<file path="src/rtl/ahb_apb_bridge_param.sv">
// ---------------------------------------------------------------------------
// ahb_apb_bridge_param
//   AHB-Lite slave to APB4 master bridge. A slot field of HADDR selects one
//   PSEL line; PSTRB and PPROT are derived from the AHB control signals.
//   Unmapped slots, HSIZE > word and PSLVERR all return the two-cycle AHB
//   ERROR response (HREADYOUT low then high, HRESP high in both cycles).
//
//   Optional feature: define AHBAPB_TIMEOUT_EN to compile in an ACCESS-phase
//   timeout of TIMEOUT_CYCLES cycles. Without it, ACCESS waits for PREADY.
//
// Ports
//   HCLK, HRESET           clock, synchronous active-high reset
//   HSEL..HREADYIN         AHB-Lite slave inputs (address/control/data)
//   HREADYOUT, HRDATA,
//   HRESP                  AHB-Lite slave response
//   PSEL[NUM_SLOTS-1:0],
//   PADDR, PWRITE, PENABLE,
//   PWDATA, PSTRB, PPROT   APB4 master request
//   PRDATA, PREADY,
//   PSLVERR                APB4 completer response
// ---------------------------------------------------------------------------
module ahb_apb_bridge_param #(
   parameter int NUM_SLOTS      = 16,
   parameter int SLOT_LSB       = 24,
   parameter int SLOT_BITS      = 4,
   parameter int APB_AW         = 32,
   parameter int TIMEOUT_CYCLES = 255
) (
   input  logic                 HCLK,
   input  logic                 HRESET,
   input  logic                 HSEL,
   input  logic [31:0]          HADDR,
   input  logic                 HWRITE,
   input  logic [1:0]           HTRANS,
   input  logic [2:0]           HSIZE,
   input  logic [3:0]           HPROT,
   input  logic [31:0]          HWDATA,
   input  logic                 HREADYIN,
   output logic                 HREADYOUT,
   output logic [31:0]          HRDATA,
   output logic                 HRESP,
   output logic [NUM_SLOTS-1:0] PSEL,
   output logic [APB_AW-1:0]    PADDR,
   output logic                 PWRITE,
   output logic                 PENABLE,
   output logic [31:0]          PWDATA,
   output logic [3:0]           PSTRB,
   output logic [2:0]           PPROT,
   input  logic [31:0]          PRDATA,
   input  logic                 PREADY,
   input  logic                 PSLVERR
);

   typedef enum logic [2:0] {ST_IDLE, ST_SETUP, ST_ACCESS, ST_ERR1, ST_ERR2} state_t;

   localparam int SLOT_W1 = SLOT_BITS + 1;

   state_t                 state_q, state_d;
   logic [APB_AW-1:0]      paddr_q, paddr_d;
   logic [SLOT_BITS-1:0]   slot_q, slot_d;
   logic                   pwrite_q, pwrite_d;
   logic [3:0]             pstrb_q, pstrb_d;
   logic [2:0]             pprot_q, pprot_d;
   logic [31:0]            pwdata_q, pwdata_d;

   logic                   start;
   logic                   take;
   logic [SLOT_BITS-1:0]   req_slot;
   logic                   req_bad;

   // HPROT[3:2], HTRANS[0] and HADDR bits above the APB window carry no meaning here.
   logic unused_bits;
   assign unused_bits = ^{HPROT[3:2], HTRANS[0], HADDR};

   // Byte lanes for a write; reads never strobe.
   function automatic logic [3:0] strb_for(input logic wr, input logic [2:0] size,
                                           input logic [1:0] a);
      logic [3:0] s;
      s = 4'b0000;
      if (wr) begin
         case (size)
            3'd0:    s = 4'b0001 << a;
            3'd1:    s = a[1] ? 4'b1100 : 4'b0011;
            3'd2:    s = 4'b1111;
            default: s = 4'b0000;
         endcase
      end
      return s;
   endfunction

   assign start    = HSEL & HREADYIN & HTRANS[1];
   assign req_slot = HADDR[SLOT_LSB +: SLOT_BITS];
   assign req_bad  = ({1'b0, req_slot} >= SLOT_W1'(NUM_SLOTS)) || (HSIZE > 3'd2);

`ifdef AHBAPB_TIMEOUT_EN
   localparam int CNT_W = 16;
   logic [CNT_W-1:0] cnt_q, cnt_d;
   logic             timeout;

   // The stalled cycle that would bring the count to TIMEOUT_CYCLES is the
   // last ACCESS cycle; the bridge leaves for ERR1 on that edge.
   assign timeout = (state_q == ST_ACCESS) && !PREADY &&
                    (cnt_q >= CNT_W'(TIMEOUT_CYCLES - 1));

   always_comb begin
      cnt_d = cnt_q;
      if (state_q != ST_ACCESS)
         cnt_d = '0;
      else if (!PREADY)
         cnt_d = cnt_q + 1'b1;
   end
`else
   localparam int unused_timeout = TIMEOUT_CYCLES;
`endif

   // Next-state and request capture
   always_comb begin
      state_d  = state_q;
      paddr_d  = paddr_q;
      slot_d   = slot_q;
      pwrite_d = pwrite_q;
      pstrb_d  = pstrb_q;
      pprot_d  = pprot_q;
      pwdata_d = pwdata_q;
      take     = 1'b0;

      case (state_q)
         ST_IDLE: begin
            if (start) take = 1'b1;
         end
         ST_SETUP: begin
            state_d  = ST_ACCESS;
            pwdata_d = HWDATA;
         end
         ST_ACCESS: begin
            if (PREADY) begin
               if (PSLVERR)    state_d = ST_ERR1;
               else if (start) take    = 1'b1;
               else            state_d = ST_IDLE;
            end
`ifdef AHBAPB_TIMEOUT_EN
            else if (timeout) begin
               state_d = ST_ERR1;
            end
`endif
         end
         ST_ERR1: begin
            state_d = ST_ERR2;
         end
         ST_ERR2: begin
            if (start) take    = 1'b1;
            else       state_d = ST_IDLE;
         end
         default: state_d = ST_IDLE;
      endcase

      if (take) begin
         paddr_d  = HADDR[APB_AW-1:0];
         slot_d   = req_slot;
         pwrite_d = HWRITE;
         pstrb_d  = strb_for(HWRITE, HSIZE, HADDR[1:0]);
         pprot_d  = {~HPROT[0], 1'b0, HPROT[1]};
         state_d  = req_bad ? ST_ERR1 : ST_SETUP;
      end
   end

   always_ff @(posedge HCLK) begin
      if (HRESET) begin
         state_q  <= ST_IDLE;
         paddr_q  <= '0;
         slot_q   <= '0;
         pwrite_q <= 1'b0;
         pstrb_q  <= 4'b0000;
         pprot_q  <= 3'b000;
         pwdata_q <= '0;
      end else begin
         state_q  <= state_d;
         paddr_q  <= paddr_d;
         slot_q   <= slot_d;
         pwrite_q <= pwrite_d;
         pstrb_q  <= pstrb_d;
         pprot_q  <= pprot_d;
         pwdata_q <= pwdata_d;
      end
   end

`ifdef AHBAPB_TIMEOUT_EN
   always_ff @(posedge HCLK) begin
      if (HRESET) cnt_q <= '0;
      else        cnt_q <= cnt_d;
   end
`endif

   // Bus outputs decoded from state
   always_comb begin
      PSEL      = '0;
      PENABLE   = (state_q == ST_ACCESS);
      HRESP     = (state_q == ST_ERR1) || (state_q == ST_ERR2);
      HREADYOUT = 1'b1;
      // In SETUP the data phase is live on HWDATA, so it passes straight through.
      PWDATA    = (state_q == ST_SETUP) ? HWDATA : pwdata_q;

      case (state_q)
         ST_SETUP:  HREADYOUT = 1'b0;
         ST_ACCESS: HREADYOUT = PREADY & ~PSLVERR;
         ST_ERR1:   HREADYOUT = 1'b0;
         default:   HREADYOUT = 1'b1;
      endcase

      for (int i = 0; i < NUM_SLOTS; i++)
         PSEL[i] = ((state_q == ST_SETUP) || (state_q == ST_ACCESS)) &&
                   (slot_q == SLOT_BITS'(i));
   end

   assign PADDR  = paddr_q;
   assign PWRITE = pwrite_q;
   assign PSTRB  = pstrb_q;
   assign PPROT  = pprot_q;
   assign HRDATA = PRDATA;

endmodule

</file>
<file path="config.mk">
export PLATFORM = sky130hd
export DESIGN_NAME = ahb_apb_bridge_param
export DESIGN_NICKNAME = d
export VERILOG_FILES = /design/src/rtl/ahb_apb_bridge_param.sv
export SDC_FILE = /design/constraint.sdc
export NUM_CORES = 1
export LEC_CHECK = 0
export BUFFER_PORTS_ARGS = -buffer_cell sky130_fd_sc_hd__buf_2
export CAP_MARGIN = 40
export CORE_UTILIZATION = 42
export CTS_CLUSTER_DIAMETER = 80
export DETAILED_ROUTE_END_ITERATION = 12
export PLACE_DENSITY = 0.86
export SYNTH_ARGS = -nofsm -noshare
export SYNTH_HDL_FRONTEND = slang
export SYNTH_SLANG_ARGS = --single-unit
</file>
<file path="constraint.sdc">
create_clock -name HCLK -period 1.9 [get_ports HCLK]
set_clock_uncertainty 0.2 [all_clocks]
set_input_delay 0.19 -clock HCLK [delete_from_list [all_inputs] [get_ports HCLK]]
set_output_delay 0.19 -clock HCLK [all_outputs]
set_load 0.1 [all_outputs]
</file>
==> impl_metrics.ini, run 1 <==
[outcome]
status = complete, but fails checks
violations = setup timing

[yosys]
synth_seq_cells = 74
netlist_area_sq_um = 3420
yosysSeqAreaShare = 0.433
synth_nets = 483
synth_most_common_cell = dfxtp_1
synth_common_cells = 74 x dfxtp_1, 73 x nand2_1, 40 x a21oi_1
synth_top_area_frac = 0.433
synth.area.top_cells = dfxtp_1 43%, mux2_4 13%, buf_4 8.1%
synth_edf_count = 0
ys_warn_count = 0
synthCells = 371
synth-async-reset-ratio = 0
synth_largest_area_cell = dfxtp_1
ys_types = 36
syn_avg_cell_area_sq_um = 9.23
synth_top_flop_cell = dfxtp_1

[worst_hold_path]
hold_path_class = primary input to flip-flop

[route]
firstDrtPassIters = 5
drt_iter0_markers = 102
wire_per_inst_microns = 16.7
drt_wl_total_microns = 11100
vias_per_cell = 4.97
postRouteAntennaNets = 0
vias = 3313
drcViolationCount = 0

[power]
switchingPower_w = 0.00153
p_leak_nw = 2.54
swShare = 0.358
clockPowerShare = 0.280
sequentialPowerShare = 0.384
pwr-share-comb = 0.336
power.internal_w = 0.00273
ir_worst_vdd_mv = 0.563
power.density_nw_per_um2 = 723

[cts]
worstSkewPairLatency_ns = 0.33
clk_pin_slew_ns = 0.08
htreeDepth = 3
cts_root_buf = clkbuf_8
clockBufferDepth = 2
cts_tree = done
clkSinkCount = 74
cts_buffers = 9

[finish]
fin_cells = 666
drive_above_1_share = 0.518
nFillCells = 516
postLayoutCoreUtil = 0.755
nets = 671
antenna_cells = 0
area_growth_syn_to_layout_pct = 72.1

[placed_design]
portBuffers = 166
dp_cells = 596
dp_hpwl_microns = 7030
place_congestion = 0.762
post-place-ws_ns = 0.0358

[job]
cap_viol_max_count = 0

[floorplanning]
num_io_pins = 235
die_w_microns = 92.3
std_cell_rows = 32
die-height_microns = 92.3
dieArea_sq_um = 8520
core_area_sq_um = 7810
initial_core_util = 0.438

[sta]
hold_viol_final = 0
slew_viol_final = 0
achievable-frequency_mhz = 468
fin_ws_ns = -0.236
rsz0062_at_grt = yes
slew-limit-headroom = 0.649
post-route-min-period_ns = 2.14
fin_crit_sh = 1.12
setup_viol = 48
worst_pin_slew_ns = 0.530

[global_routing]
grt_usage = 0.244
antenna_found_initial = 0
grt_pass1_wl_microns = 16200
first_global_vias = 3361
grt_overflow = 0
grt_max_degree = 39

[critical_path]
critical_path_class = flip-flop to output pin
cp_max_fo = 5
endpoint_kind = output pin
critPathLaunchType = flip-flop
crit_required_ns = 1.51
crit_arrival_ns = 1.75
-- cells in the final DEF, fill, tap and decap left out, drive strengths merged, types with 3 or more instances in the layout --
cell type,synthesis,final
nand3,5,5
a21oi,40,40
nand2b,4,4
nor3,7,7
buf,47,196
dfxtp,74,74
mux2,32,32
inv,4,6
dlygate4sd3,0,36
o21ai,5,5
nand2,73,73
and2,33,33
nor2,15,15
clkbuf,10,11
nor3b,3,3
-- through the flow --
step	instance area (sq um)	hold slack, ns	total power, W	setup TNS (ns)
after floorplan	3660	0.0857	0.00288	-3.27
after global placement	5060	0.174	0.00293	0
after detailed placement	5060	0.177	0.00295	0
after CTS	5780	0.00193	0.00426	-10.52
after global routing	5890	0.00727	0.00442	-13.03
final	5890	0.0183	0.00426	-9.64
-- critical path, cell delays in order, from the launching register on --
cell and delay [ns]:
dfxtp_2 0.33, buf_6 0.12, xnor2_4 0.14, nor2_4 0.17, nand3b_1 0.23, nor3_4 0.22, buf_12 0.20
-- state kept, by name, indices dropped and copies added, names as in the netlist --
| register | count |
|---|---|
| PWRITE | 1 |
| PADDR | 32 |
| pwdata_q | 32 |
| PPROT | 2 |
| state_q | 3 |
| PSTRB | 4 |
-- cell families (layout without fill, tap and decap cells) --
logic type | after synthesis | after routing | share of synthesized area
DFF | 74 | 74 | 0.433
AOI/OAI and AO/OA | 54 | 54 | 0.0881
and+or+nand+nor | 148 | 148 | 0.209
xor gates and xnor gates | 1 | 1 | 0.00256
other | 1 | 1 | 0.00110
buffers and inverters | 61 | 254 | 0.128
muxes | 32 | 32 | 0.138
-- area by class of cell --
| cell class | instances | area, sq um | area share |
|---|---|---|---|
| repair buffers | 234 | 2300 | 0.390 |
| well taps | 102 | 128 | 0.0217 |
| inverters | 4 | 15.0 | 0.00255 |
| clock buffers | 9 | 124 | 0.0210 |
| flip-flops and latches | 74 | 1510 | 0.255 |
| multi-input cells | 236 | 1760 | 0.298 |
| clock inverters | 7 | 67.6 | 0.0115 |
-- repair_timing --
action                                  CTS  global route
pin swaps                                 8             7
endpoints found under the hold margin    36             0
cloned                                    1             3
endpoints found under the setup margin   49            74
gates resized for setup                  16            18
hold buffers                             36             0
buffers inserted                         10             9
-- final timing paths --
check | slack (ns) | from | to | cells past startpoint
worst max-delay path | -0.24 | state_q[0] | PSEL[2] | 6
worst min register to register | 0.26 | PADDR[0] | PADDR[0] | 2
worst max register to register | 0.04 | state_q[0] | PSTRB[1] | 6
worst min-delay path | 0.02 | HWDATA[5] | pwdata_q[5] | 3
-- per-layer routing --
metal / global-route usage / vias to the layer above / wire [microns]
met1: 0.244 / 1545 / 4060
met5: 0 / - / 0
li1: - / 1566 / -
met2: 0.468 / 151 / 6040
met4: 0.129 / 0 / 431
met3: 0.0522 / 51 / 579
-- power groups by stage --
stage	Combinational (W)	Clock, W	Sequential (W)
after global routing	0.00148	0.00130	0.00164
after floorplan	0.00103	0	0.00185
after detailed placement	0.00128	0	0.00167
final	0.00143	0.00119	0.00164
after CTS	0.00139	0.00123	0.00164
after global placement	0.00126	0	0.00167
No activity file was read; power rests on OpenSTA's default activity.
==> inputs of run 2 (changes only) <==
- GPL_ROUTABILITY_DRIVEN: unset -> 0
- TNS_END_PERCENT: unset -> 30
==> run 2 against run 1 <==
The run still ends with setup timing left. Final cell count shrank 1.5%. Design area shrank 3.4%. Die area is the same. Non-clock buffer count shrank 11. First-iteration DRC count shrank 12%. Via count shrank 3.7%. Count of clock-buffer cells in the layout grew 3. Core utilization shrank 2.5 points. Critical path depth is the same. Wire length shrank 5.9%. Sequential share of layout area grew 0.82 points. Largest cell class unchanged. Largest power group unchanged.
==> impl_metrics.ini, run 2 (same netlist as run 1, synthesis figures left out) <==
[outcome]
status = complete, but fails checks
violations = setup timing

[power]
ir_worst_vdd_mv = 0.541
power.density_nw_per_um2 = 746
power_w = 0.00425
p_leak_nw = 2.45

[critical_path]
critPathLaunchType = flip-flop
crit_chain = buf_6 -> xnor2_4 -> nor2_4 -> nand3b_1 -> nor3_4 -> buf_12
slowest_delay_ns = 0.33
cp_max_fo = 5
cp-startpoint = state_q[0]
endpoint_kind = output pin
rr_startpoint = state_q[0]
crit_arrival_ns = 1.75
crit_required_ns = 1.51
critical_path_class = flip-flop to output pin
cpMaxStageDelayCell = dfxtp_2

[cts]
clk_pin_slew_ns = 0.09
htreeDepth = 3
clkSinkCount = 74
cts_buffers = 9
cts_tree = done
cts_root_buf = clkbuf_8
clockBufferDepth = 2
worstSkewPairLatency_ns = 0.33

[global_routing]
first_global_vias = 3260
grt_usage = 0.243
grt_pass1_wl_microns = 15900
antenna_found_initial = 0
grt_overflow = 0
grt_max_degree = 37

[sta]
holdWs_ns = 0.0135
setup_viol = 48
rsz0062_at_grt = yes
final.setup.tns_ns = -8.41
fin_crit_sh = 1.12
achievable-frequency_mhz = 468
hold_viol_final = 0
slew-limit-headroom = 0.657
fin_ws_ns = -0.236
post-route-min-period_ns = 2.14
slew_viol_final = 0
worst_pin_slew_ns = 0.517

[worst_hold_path]
hold_path_class = primary input to flip-flop
min_from = HWDATA[0]

[route]
drt_wl_total_microns = 10500
vias_per_cell = 4.86
met3_length_microns = 558
drcViolationCount = 0
routed-wl-met2_microns = 5740
postRouteAntennaNets = 0
drt_iter0_markers = 90
firstDrtPassIters = 4
met1_length_microns = 3770
vias = 3189
top_layer_used = met4
wire_per_inst_microns = 15.9

[finish]
fin_cells = 656
antenna_cells = 0
nets = 661
drive_above_1_share = 0.498
final_common_cell = buf_2
area_growth_syn_to_layout_pct = 66.3
postLayoutCoreUtil = 0.729
final_cell_mix = 115 x buf_2, 71 x nand2_1, 68 x dfxtp_1

[floorplanning]
core_area_sq_um = 7810
die_w_microns = 92.3
initial_core_util = 0.438
num_io_pins = 235
std_cell_rows = 32
die-height_microns = 92.3
dieArea_sq_um = 8520

[placed_design]
portBuffers = 166
dp_cells = 598
dp_hpwl_microns = 7080

[job]
cap_viol_max_count = 0
## run 2: changes by cell type in the layout (fill, tap and decap cells not counted), sizes merged
| cell | change |
|---|---|
| and2 | +1 |
| bufinv | -1 |
| clkinvlp | -1 |
| buf | -9 |
| clkbuf | +1 |
| inv | -1 |
## run 2: metal layers
layer	vias to the layer above	global-route usage
met4	0	0.126
met2	145	0.471
met5	-	0
met1	1464	0.242
met3	39	0.0481
li1	1541	-
## run 2: power by group
part	switching (W)	internal, W	total, W
clock network	0.000595	0.000639	0.00123
registers	0.0000382	0.00160	0.00164
logic	0.000877	0.000497	0.00137
## run 2: area by class of cell
| cell class | count | area, sq um |
|---|---|---|
| Inverter | 4 | 15.0 |
| Timing Repair Buffer | 223 | 2140 |
| Fill cell | 540 | 2110 |
| Clock inverter | 4 | 30.0 |
| Multi-Input combinational cell | 237 | 1700 |
| Sequential cell | 74 | 1500 |
| Tap cell | 102 | 128 |
| Clock buffer | 12 | 178 |
## run 2: per-stage QoR
| step | setup WS, ns | area, sq um |
|---|---|---|
| floorplan | -0.265 | 3650 |
| global placement | 0.0759 | 4970 |
| detailed placement | 0.0416 | 4970 |
| CTS | -0.300 | 5650 |
| global route | -0.328 | 5690 |
| finish | -0.236 | 5690 |
## run 2: final timing paths
path / end / slack, ns / cells past startpoint
worst max-delay path: PSEL[1] / -0.24 / 6
worst min-delay path: pwdata_q[0] / 0.01 / 3
worst max register to register: PSTRB[0] / 0.04 / 6
worst min register to register: PADDR[30] / 0.25 / 2
## run 2: critical path: cells and delay by family, from the launching register on
kind,cells,cell delay [ns]
DFF,1,0.33
and+or+nand+nor,3,0.63
xor gates and xnor gates,1,0.13
buffers and inverters,2,0.32
## run 2: what timing repair did
item,CTS,global route
endpoints found under the hold margin,36,0
pin swaps,12,5
cloned,1,0
gates resized for setup,19,12
setup buffers,5,0
hold buffers,36,0
endpoints found under the setup margin,50,76
==> inputs of run 3 (changes only) <==
- clock period: 1.9 -> 2.4 ns (I/O delays scaled with it)
==> run 3 against run 2 <==
The flow now finishes without violations. Die area is the same. Design area fell by 6.4%. Via count decreased by 1.9%. Highest routed layer unchanged.
==> impl_metrics.ini, run 3 (same netlist as run 1, synthesis figures left out) <==
[critical_path]
endpoint_kind = output pin
crit_arrival_ns = 1.86
cp_max_fo = 10
critical_path_class = flip-flop to output pin
worst-r2r-setup-slack_ns = 0.40
critPathLaunchType = flip-flop
rr_startpoint = state_q[2]
r2r-end = PADDR[16]
reg2reg_depth = 5
crit_required_ns = 1.96

[finish]
fin_area_sq_um = 5330
area_growth_syn_to_layout_pct = 55.8
nets = 651
multi_input_area_sq_um = 1620
nFillCells = 583
final_common_cell = buf_2
final_cell_mix = 121 x buf_2, 73 x nand2_1, 68 x dfxtp_1
postLayoutCoreUtil = 0.683
antenna_cells = 0
seq_area_sq_um = 1500
drive_above_1_share = 0.476

[sta]
rsz0062_at_grt = no
slew-limit-headroom = 0.646
hold_viol_final = 0
achievable-frequency_mhz = 435
fin_ws_ns = 0.0991
post-route-min-period_ns = 2.30
slew_viol_final = 0
fin_crit_sh = 0.959
setup_viol = 0
worst_pin_slew_ns = 0.534

[worst_hold_path]
min_from = PSLVERR
hold_depth = 3
hold_path_class = primary input to flip-flop
worstHoldEndpoint = state_q[0]

[global_routing]
first_global_vias = 3342
grt_usage = 0.240
grt_pass1_wl_microns = 16000
antenna_found_initial = 0
grt_overflow = 0
grt_max_degree = 38

[route]
drcViolationCount = 0
vias_per_cell = 4.85
vias = 3130
firstDrtPassIters = 4
drt_wl_total_microns = 9890
postRouteAntennaNets = 0
wire_per_inst_microns = 15.3
drt_iter0_markers = 59

[placed_design]
post-place-ws_ns = 0.177
portBuffers = 166
dp_hpwl_microns = 6860
placed_cell_area_sq_um = 4690

[floorplanning]
die_w_microns = 92.3
num_io_pins = 235
std_cell_rows = 32
die-height_microns = 92.3
core_area_sq_um = 7810
initial_core_util = 0.438
dieArea_sq_um = 8520

[power]
power.density_nw_per_um2 = 622
ir_worst_vdd_mv = 0.564
p_leak_nw = 2.34

[job]
cap_viol_max_count = 0

[cts]
clkSinkCount = 74
cts_buffers = 9
worstSkewPairLatency_ns = 0.33
cts_tree = done
cts_root_buf = clkbuf_8
clk_pin_slew_ns = 0.07
htreeDepth = 3
clockBufferDepth = 2

[outcome]
status = finished clean
## run 3: cell count changes in the layout (fill, tap and decap cells not counted), moves of 2 or more
cell	previous run	this run
buf_12	51	37
buf_2	115	121
buf_4	15	17
buf_6	5	3
bufinv_16	0	2
clkbuf_16	2	0
clkinv_1	0	3
mux2_2	0	2
mux2_4	32	30
nand2_1	71	73
nand2_2	2	0
nand3_4	2	0
nor2_2	7	10
nor2_4	3	0
## run 3: power breakdown
group	internal (W)	switching [W]
Clock	0.000573	0.000436
Combinational	0.000342	0.000665
Sequential	0.00127	0.0000306
Total	0.00218	0.00113
## run 3: final cells by class
type | count | area share
repair buffers | 214 | 0.350
clock buffers | 9 | 0.0232
inverters | 4 | 0.00282
well taps | 102 | 0.0239
flip-flops and latches | 74 | 0.282
multi-input cells | 236 | 0.303
clock inverters | 7 | 0.0157
## run 3: through the flow
stage                     hold slack, ns  total power, W  TNS (ns)  instances
after detailed placement           0.232         0.00228         0        590
after CTS                         0.0231         0.00335         0        644
after global routing              0.0465         0.00345         0        646
final                             0.0413         0.00331         0        646
after global placement             0.229         0.00225         0        590
after floorplan                    0.136         0.00226    -0.307        371
## run 3: how the worst max path moves through the flow
stage | startpoint | endpoint | cells past startpoint
6_report | state_q[2] | PWDATA[5] | 5
5_1_grt | state_q[2] | PWDATA[24] | 5
4_1_cts | state_q[0] | PWDATA[22] | 5
3_5_place_dp | state_q[0] | PWDATA[1] | 5
3_3_place_gp | state_q[0] | PWDATA[22] | 5
2_1_floorplan | state_q[1] | PSEL[0] | 5
## run 3: per-layer routing
layer	vias up	GRT usage	routed length [microns]
li1	1518	-	-
met3	24	0.0738	716
met4	0	0.104	254
met1	1440	0.248	3770
met5	-	0	0
met2	148	0.445	5150
## run 3: critical path: stages, from the launching register on
cell and delay [ns]:
dfxtp_1 0.41, nor2b_4 0.18, and2_4 0.25, buf_4 0.18, mux2_4 0.33, buf_12 0.17
## run 3: what timing repair did
action | in CTS | in global routing
resized for setup | 12 | 6
hold endpoints to repair | 35 | 0
pin swaps | 0 | 2
gates cloned | 0 | 0
setup endpoints to repair | 48 | 43
hold buffers | 35 | 0
setup buffers | 3 | 2
